## src/rtl/padring_pkg.sv

```systemverilog
// Shared types and constants for the GPIO pad-ring controller.
package padring_pkg;

  localparam int MODE_W = 2;
  localparam int GUARD_CNT_W = 8;

  typedef enum logic [MODE_W-1:0] {
    FUNC          = 2'd0,
    GUARD_TO_TEST = 2'd1,
    TEST          = 2'd2,
    GUARD_TO_FUNC = 2'd3
  } state_e;

endpackage

```

## src/rtl/padring_sync.sv

```systemverilog
// Single-bit multi-flop synchroniser for asynchronous pad levels.
module padring_sync
  import padring_pkg::*;
#(
  parameter int STAGES = 2
) (
  input  logic clk,
  input  logic rst,
  input  logic d,
  output logic q
);

  logic [STAGES-1:0] chain;

  always_ff @(posedge clk) begin
    if (rst) begin
      chain <= '0;
    end else begin
      chain <= {chain[STAGES-2:0], d};
    end
  end

  assign q = chain[STAGES-1];

endmodule

```

## src/rtl/padring_ctrl.sv

```systemverilog
// GPIO pad-ring controller: break-before-make arbitration between core and test paths.
// Optional test-mode request debounce is built when PADRING_TM_DEBOUNCE_EN is defined.
module padring_ctrl
  import padring_pkg::*;
#(
  parameter int GPIO_WIDTH      = 15,
  parameter int SYNC_STAGES     = 2,
  parameter int GUARD_CYCLES    = 4,
  parameter int DEBOUNCE_CYCLES = 8
) (
  input  logic                  clk,
  input  logic                  rst,
  input  logic                  pad_tm_i,
  input  logic [GPIO_WIDTH-1:0] pad_i,
  output logic [GPIO_WIDTH-1:0] pad_o,
  output logic [GPIO_WIDTH-1:0] pad_oe,
  input  logic [GPIO_WIDTH-1:0] core_o,
  input  logic [GPIO_WIDTH-1:0] core_oe,
  output logic [GPIO_WIDTH-1:0] core_i,
  input  logic [GPIO_WIDTH-1:0] tm_o,
  input  logic [GPIO_WIDTH-1:0] tm_oe,
  output logic [GPIO_WIDTH-1:0] tm_i,
  input  logic                  cfg_valid,
  input  logic [GPIO_WIDTH-1:0] cfg_wdata,
  output logic                  cfg_ready,
  output logic [MODE_W-1:0]     mode,
  output logic                  tm_active
);

  logic                   tm_req;
  logic                   tm_fsm_req;
  logic [GPIO_WIDTH-1:0]  pad_sync;
  logic [GPIO_WIDTH-1:0]  pin_en;
  logic [MODE_W-1:0]      state;
  logic [GUARD_CNT_W-1:0] guard_cnt;
  logic                   in_func;
  logic                   in_test;

  padring_sync #(.STAGES(SYNC_STAGES)) u_tm_sync (
    .clk (clk),
    .rst (rst),
    .d   (pad_tm_i),
    .q   (tm_req)
  );

  for (genvar i = 0; i < GPIO_WIDTH; i++) begin : g_pad_sync
    padring_sync #(.STAGES(SYNC_STAGES)) u_sync (
      .clk (clk),
      .rst (rst),
      .d   (pad_i[i]),
      .q   (pad_sync[i])
    );
  end

`ifdef PADRING_TM_DEBOUNCE_EN
  localparam int DB_W = $clog2(DEBOUNCE_CYCLES + 1);

  logic [DB_W-1:0] db_cnt;
  logic            tm_req_db;

  // A new request level is adopted only after it has held for DEBOUNCE_CYCLES cycles.
  always_ff @(posedge clk) begin
    if (rst) begin
      db_cnt    <= '0;
      tm_req_db <= 1'b0;
    end else if (tm_req == tm_req_db) begin
      db_cnt <= '0;
    end else if (db_cnt == DB_W'(DEBOUNCE_CYCLES - 1)) begin
      db_cnt    <= '0;
      tm_req_db <= tm_req;
    end else begin
      db_cnt <= db_cnt + DB_W'(1);
    end
  end

  assign tm_fsm_req = tm_req_db;
`else
  assign tm_fsm_req = tm_req;
`endif

  // Guard windows always run to completion; the request is only looked at in FUNC/TEST.
  always_ff @(posedge clk) begin
    if (rst) begin
      state     <= FUNC;
      guard_cnt <= '0;
    end else begin
      case (state)
        FUNC: begin
          if (tm_fsm_req) begin
            state     <= GUARD_TO_TEST;
            guard_cnt <= GUARD_CNT_W'(GUARD_CYCLES - 1);
          end
        end
        GUARD_TO_TEST: begin
          if (guard_cnt == '0) state <= TEST;
          else guard_cnt <= guard_cnt - GUARD_CNT_W'(1);
        end
        TEST: begin
          if (!tm_fsm_req) begin
            state     <= GUARD_TO_FUNC;
            guard_cnt <= GUARD_CNT_W'(GUARD_CYCLES - 1);
          end
        end
        default: begin
          if (guard_cnt == '0) state <= FUNC;
          else guard_cnt <= guard_cnt - GUARD_CNT_W'(1);
        end
      endcase
    end
  end

  assign in_func   = (state == FUNC);
  assign in_test   = (state == TEST);
  assign cfg_ready = in_func | in_test;
  assign mode      = state;
  assign tm_active = in_test;
  assign core_i    = in_func ? pad_sync : '0;
  assign tm_i      = in_test ? pad_sync : '0;

  always_ff @(posedge clk) begin
    if (rst) begin
      pin_en <= '0;
    end else if (cfg_valid && cfg_ready) begin
      pin_en <= cfg_wdata;
    end
  end

  // In guard states pad data freezes so the pins see no glitch while undriven.
  always_ff @(posedge clk) begin
    if (rst) begin
      pad_o  <= '0;
      pad_oe <= '0;
    end else if (in_func) begin
      pad_o  <= core_o;
      pad_oe <= core_oe & pin_en;
    end else if (in_test) begin
      pad_o  <= tm_o;
      pad_oe <= tm_oe & pin_en;
    end else begin
      pad_oe <= '0;
    end
  end

endmodule

```

## config.mk

```make
export PLATFORM = sky130hd
export DESIGN_NAME = padring_ctrl
export DESIGN_NICKNAME = d
export VERILOG_FILES = /design/src/rtl/padring_pkg.sv /design/src/rtl/padring_sync.sv /design/src/rtl/padring_ctrl.sv
export SDC_FILE = /design/constraint.sdc
export NUM_CORES = 1
export LEC_CHECK = 0
export CAP_MARGIN = 20
export CORE_UTILIZATION = 41
export CTS_CLUSTER_DIAMETER = 150
export DETAILED_ROUTE_END_ITERATION = 10
export PLACE_DENSITY = 0.8
export SYNTH_ARGS = -nofsm -noshare
export SYNTH_HDL_FRONTEND = slang
export SYNTH_SLANG_ARGS = --single-unit
```

## constraint.sdc

```tcl
create_clock -name clk -period 2.65 [get_ports clk]
set_input_delay 0.795 -clock clk [delete_from_list [all_inputs] [get_ports clk]]
set_output_delay 0.795 -clock clk [all_outputs]
set_load 0.03 [all_outputs]
```

==> Word-level counts from Yosys, hierarchy flattened <==
Index checks and enable logic that the tools add are counted.
{ "totals": {"romBits": 0, "memories": 0, "output_inout_bits": 64, "wordCells": 53, "latch_bits": 0, "ff_bits": 87, "ramBits": 0} }
{ "op_classes": {"eq_ne": 6, "reduce_logical": 7, "bitwise": 3, "magnitude_cmp": 0, "div": 0, "mul": 0, "mux": 15, "shifts": 0, "add_sub_neg": 1} }
{ "op_table": {"columns": ["cell", "count"], "rows": [
  ["15-bit two-way mux", 6],
  ["15-bit AND", 2],
  ["8-bit two-way mux", 3],
  ["8-bit case mux with 2 select lines", 1],
  ["8-bit zero test", 1],
  ["2-bit two-way mux", 4],
  ["8-bit by 1-bit subtractor with 8-bit output (second input constant)", 1],
  ["2-bit case mux with 3 select lines", 1],
  ["2-bit inequality test (second input constant)", 2],
  ["4-bit AND reduction", 1],
  ["3-bit inequality test (second input constant)", 1],
  ["3-bit AND reduction", 1],
  ["3-bit nonzero test", 1],
  ["2-bit by 1-bit equality test with 1-bit output (second input constant)", 1],
  ["2-bit equality test (second input constant)", 1],
  ["2-bit zero test", 1],
  ["2-bit by 1-bit inequality test with 1-bit output (second input constant)", 1],
  ["2-bit nonzero test", 1],
  ["1-bit logical AND", 1],
  ["1-bit OR", 1]
]} }

==> Longest topological paths before layout <==
{ "logic_depth": {"depth_word": 3, "ltp_mapped": 10, "mapped_depth_nobuf": 7} }

==> Modules after synthesis <==
A second synthesis with hierarchy kept.
{ "unflattened": {"hier_cells": 372, "area_unflattened_um2": 3440.8} }
{ "modules_own_cells": {"columns": ["module", "cells_each", "instances", "seq_area_each_um2", "area_each_um2"], "rows": [
  ["padring_ctrl", 308, 1, 1101.1, 2600.0],
  ["padring_sync", 4, 16, 40.0, 52.6]
]} }

==> Worst setup path before layout <==
No wires, ideal clock.
{ "synth_timing": {"path_type": "register to output", "from": "register state[1] (netlist: mode[1])", "to": "output port tm_i[10]", "path_slack_ns": -0.158, "stages_incl_launch_ff": 6, "n_path_buf": 3, "t_arrival_ns": 2.013, "cell_sequence": "dfxtp_1 -> ha_1 -> buf_2 -> buf_1 -> clkbuf_1 -> and2_1"} }
{ "synth_via": {"elab_chain_len": 2} }
{ "synth_rtl": {"columns": ["element", "line", "text"], "rows": [
  ["from (decl)", "padring_ctrl.sv:34", "logic [MODE_W-1:0] state;"],
  ["from (signal assigned)", "padring_ctrl.sv:84", "state <= FUNC;"],
  ["from (signal assigned)", "padring_ctrl.sv:90", "state <= GUARD_TO_TEST;"],
  ["from (signal assigned)", "padring_ctrl.sv:95", "if (guard_cnt == '0) state <= TEST;"],
  ["2-bit equality test", "padring_ctrl.sv:113", "assign in_test = (state == TEST);"],
  ["net tm_active", "padring_ctrl.sv:27", "output logic tm_active"],
  ["15-bit two-way mux", "padring_ctrl.sv:118", "assign tm_i = in_test ? pad_sync : '0;"],
  ["to (decl)", "padring_ctrl.sv:22", "output logic [GPIO_WIDTH-1:0] tm_i,"]
]} }
The timed path passes the listed nets, and every way through them passes these cells.

==> Final worst setup path <==
{ "layout_timing": {"from": "register state[0] (netlist: mode[0])", "to": "output port core_i[5]"} }
{ "layout_via": {"elab_chain_len": 2} }
{ "layout_rtl": {"columns": ["element", "line", "text"], "rows": [
  ["2-bit zero test", "padring_ctrl.sv:112", "assign in_func = (state == FUNC);"],
  ["15-bit two-way mux", "padring_ctrl.sv:117", "assign core_i = in_func ? pad_sync : '0;"],
  ["to (decl)", "padring_ctrl.sv:19", "output logic [GPIO_WIDTH-1:0] core_i,"]
]} }
No other way between the ends.

==> qor_table.md <==
| Group | Quantity | Value |
|---|---|---|
| status | Outcome | completed |
| clock network | CTS tree | yes |
| hold path | Count of cells along the worst hold path | 1 |
| clock network | Number of buffers inserted for hold repair after clock tree synthesis | 0 |
| floorplanning | Floorplan row count | 33 |
| cells and area | FILL cells | 660 |
| worst setup path | Worst setup EP type | output pin |
| sta | Period utilisation layout | 0.943 |
| worst setup path | Highest cell delay on the worst timing path | 0.39 ns |
| global route | Total grt overflow | 0 |
| floorplanning | Die Ht | 93.6 um |
| power and ir drop | Power Total | 4.60 mW |
| drt | Number of nets with antenna violations after routing | 0 |
| worst setup path | Crit path kind | reg2out |
| yosys | Top flip-flop cell by instance count after synthesis | dfxtp_1 |
| worst setup path | CP Launch Type | flip-flop |
| yosys | Sequential element share of the synthesized area | 0.507 |
| drt | DR top layer | met4 |
| floorplanning | Core Box Area | 0.00818 mm^2 |
| global route | Number of global-route vias before repair | 2704 |
| sta | Fin Clk Skew | 0.00818 ns |
| worst setup path | Worst-path cell chain | inv_1 -> ha_4 -> buf_12 -> and2_1 -> dlygate4sd2_1 |
| yosys | Mean cell area of the mapped netlist | 9.50 um^2 |
| yosys | Post-synth EDFFs | 0 |
| cells and area | Total non-filler cell area in the finished layout | 0.00529 mm^2 |
| worst setup path | Startpoint of the worst-slack reg-to-reg timing path | mode[0] |
| global route | Total routing resource utilization after global routing | 0.185 |
| worst setup path | Endpoint required time on the critical path | 1.86 ns |
| yosys | Count of mapped cells out of synthesis | 362 |
| drt | First-pass iteration count of the detailed router | 4 |
| placement | GPL Wtd Cong | 0.788 |
| hold path | Worst hold path startpoint | g_pad_sync[9].u_sync.chain[0] |
| drt | Post-Route WL | 8.21 mm |
| cells and area | Most frequent standard cell in the layout excluding fill and tap cells | clkdlybuf4s50_1 |
| hold path | Type of the most critical hold path | reg2reg |
| sta | Worst slew margin relative to its limit | 0.483 |
| worst setup path | Worst-case reg-to-reg path depth | 7 |
| cells and area | Seq. cell area | 0.00174 mm^2 |
| clock network | Largest buffer count on any clock path | 2 |
| cells and area | Total Nets Final | 611 |
| cells and area | Layout area overhead | 53.7% |
| yosys | Net Count, Synth | 461 |
| sta | Final count of hold timing violations | 0 |
| clock network | Reg clk slew, reported paths | 0.08 ns |
| worst setup path | Terminus of the critical flop-to-flop path | guard_cnt[3] |
| sta | Highest clock frequency the design can meet | 400 MHz |
| yosys | Area of the mapped netlist | 0.00344 mm^2 |
| yosys | Yosys warnings | 0 |
| clock network | H-tree levels | 3 |
| drt | Wire length on met1 | 3.47 mm |
| global route | Initial antenna violation count | 0 |
| power and ir drop | Max VDD drop | 0.701 mV |
| clock network | Number of buffers added by the clock tree synthesis step | 9 |
| sta | Setup repair after global routing missed its margin | no |
| floorplanning | Horizontal extent of the die | 93.6 um |
| worst setup path | Critical path fanouts, max | 15 |
| worst setup path | Data arrival time of the critical path | 1.70 ns |
| drt | Sum of met2 wire segment lengths after detailed routing | 4.04 mm |
| yosys | Register bit total from synthesis | 87 |
| placement | Dpl cell area | 0.00502 mm^2 |
| cells and area | Fraction of final layout cells with drive strength greater than 1 | 0.135 |
| drt | Via-to-Cell Ratio | 4.72 |
| sta | Shortest period the worst path allows | 2.50 ns |
| cells and area | Diodes inserted | 0 |
| global route | Global-route wire length before repair | 12.5 mm |
| sta | Setup TNS | 0 ns |
| cells and area | Top library cells by usage in the layout, fill and taps aside | 124 x clkdlybuf4s50_1, 87 x dfxtp_1, 35 x a21oi_1, 33 x nor2_1 |
| floorplanning | Total Die Area | 0.00876 mm^2 |
| sta | Measured slew at the worst slew-check pin | 0.773 ns |
| placement | Post-Place Setup Slack | 0.102 ns |
| sta | Slew Viols, Final | 0 |
| yosys | Post-synth cell types | 37 |
| cells and area | Area of the multi-input gates | 0.00161 mm^2 |
| clock network | Clk sink count | 87 |
| drt | Number of design-rule violations left by the first detailed-router iteration | 53 |
| worst setup path | Slowest cell on the critical path | dlygate4sd2_1 |
| clock network | Source-to-sink clock delay at the later pin of the worst-skew pair | 0.34 ns |
| power and ir drop | Static power due to leakage | 2.15 nW |
| drt | DRC viols | 0 |
| placement | IO buf count | 157 |
| clock network | Clk root buf | clkbuf_8 |
| sta | Number of failing setup endpoints in the final timing report | 0 |
| worst setup path | Setup slack of the worst register-to-register path | 0.43 ns |
| floorplanning | Count of boundary I/O pins | 158 |
| drt | Vias post-DR | 2938 |
| sta | Final worst slack | 0.151 ns |
| cells and area | Final core utilization | 0.647 |
| drt | Length of routed met3 wiring | 622 um |
| yosys | Share of flip-flops with an asynchronous set or reset after synthesis | 0 |
| power and ir drop | Pwr per Cell Area | 870 mW/mm^2 |
| floorplanning | Starting density of the core | 0.421 |
| global route | Maximum number of pins on one net before global-route repair | 50 |
| flow run | Max-Cap Viols | 0 |
| hold path | Worst hold path endpoint | g_pad_sync[9].u_sync.chain[1] |
| drt | WL/cell | 13.2 um |
| placement | HPWL after detailed placement | 6.04 mm |
-- cell families after synthesis --
| family | Yosys count | share of synthesized area |
|---|---|---|
| multiplexers | 31 | 0.0993 |
| AND/OR/NAND/NOR | 162 | 0.251 |
| adder cells (fa/ha/maj) | 5 | 0.0182 |
| flip-flops | 87 | 0.507 |
| AO/OA/AOI/OAI | 47 | 0.0866 |
| buffers and inverters | 29 | 0.0353 |
| XOR/XNOR | 1 | 0.00255 |
-- routing by layer --
layer / up-vias / global-route usage
li1: 1498 / -
met1: 1334 / 0.211
met2: 98 / 0.319
met3: 8 / 0.0675
met4: 0 / 0.0590
met5: - / 0
-- synth_stat cells (2+ instances only) --
cell | count | area [um^2]
mux2i_1 | 15 | 150
a21oi_1 | 35 | 175
clkbuf_1 | 16 | 60.1
or3b_2 | 2 | 17.5
or3_2 | 2 | 15.0
o31ai_1 | 4 | 30.0
buf_1 | 4 | 15.0
ha_1 | 5 | 62.6
and3_1 | 15 | 93.8
dfxtp_1 | 87 | 1740
nand2_1 | 32 | 120
a211oi_1 | 2 | 15.0
nor3_1 | 3 | 15.0
nor2b_1 | 32 | 200
and2_1 | 32 | 200
inv_1 | 6 | 22.5
mux2_2 | 15 | 169
or4_2 | 3 | 26.3
nor2_1 | 34 | 128
-- flip-flops by register name (all words and copies together), names as in the netlist --
| signal | cells |
|---|---|
| g_pad_sync.u_sync.chain | 30 |
| pad_o | 15 |
| pad_oe | 15 |
| pin_en | 15 |
| guard_cnt | 8 |
| mode | 2 |
| u_tm_sync.chain | 2 |
-- timing repair --
action / 4_1_cts / 5_1_grt
setup endpoints to repair: 14 / 1
buffers inserted: 0 / 1
pin swaps: 0 / 1
gates resized for setup: 17 / 3
-- critical path: cells and delay by family, from the launching register on --
kind | cells | cell delay, ns
buffers and inverters | 3 | 0.69
AND/OR/NAND/NOR | 1 | 0.12
flip-flops | 1 | 0.34
adder cells (fa/ha/maj) | 1 | 0.19
-- through the flow --
stage | instances | hold slack (ns)
6_report | 622 | 0.438
5_1_grt | 622 | 0.461
4_1_cts | 621 | 0.444
3_5_place_dp | 605 | 0.423
3_3_place_gp | 605 | 0.418
2_1_floorplan | 362 | 0.414
-- area by class of cell --
class | instances | share of cell area
timing repair buffer | 162 | 0.295
tap | 105 | 0.0249
sequential | 87 | 0.329
clock inverter | 4 | 0.0147
clock buffer | 12 | 0.0275
inverter | 6 | 0.00426
multi-input combinational | 246 | 0.304
-- worst max path at each step --
| stage | startpoint | to | slack (ns) | cells past startpoint |
|---|---|---|---|---|
| floorplan | mode[1] | tm_i[10] | 0.05 | 5 |
| global placement | mode[0] | cfg_ready | 0.20 | 6 |
| detailed placement | mode[0] | guard_cnt[3] | 0.10 | 8 |
| CTS | mode[0] | cfg_ready | 0.06 | 6 |
| global route | mode[0] | core_i[4] | 0.07 | 5 |
| finish | mode[0] | core_i[5] | 0.15 | 5 |
-- power by group --
group          internal, mW  switching (mW)
Clock                 0.563           0.453
Combinational         0.877            1.06
Sequential             1.52           0.126
No activity file was read; power rests on OpenSTA's default activity.
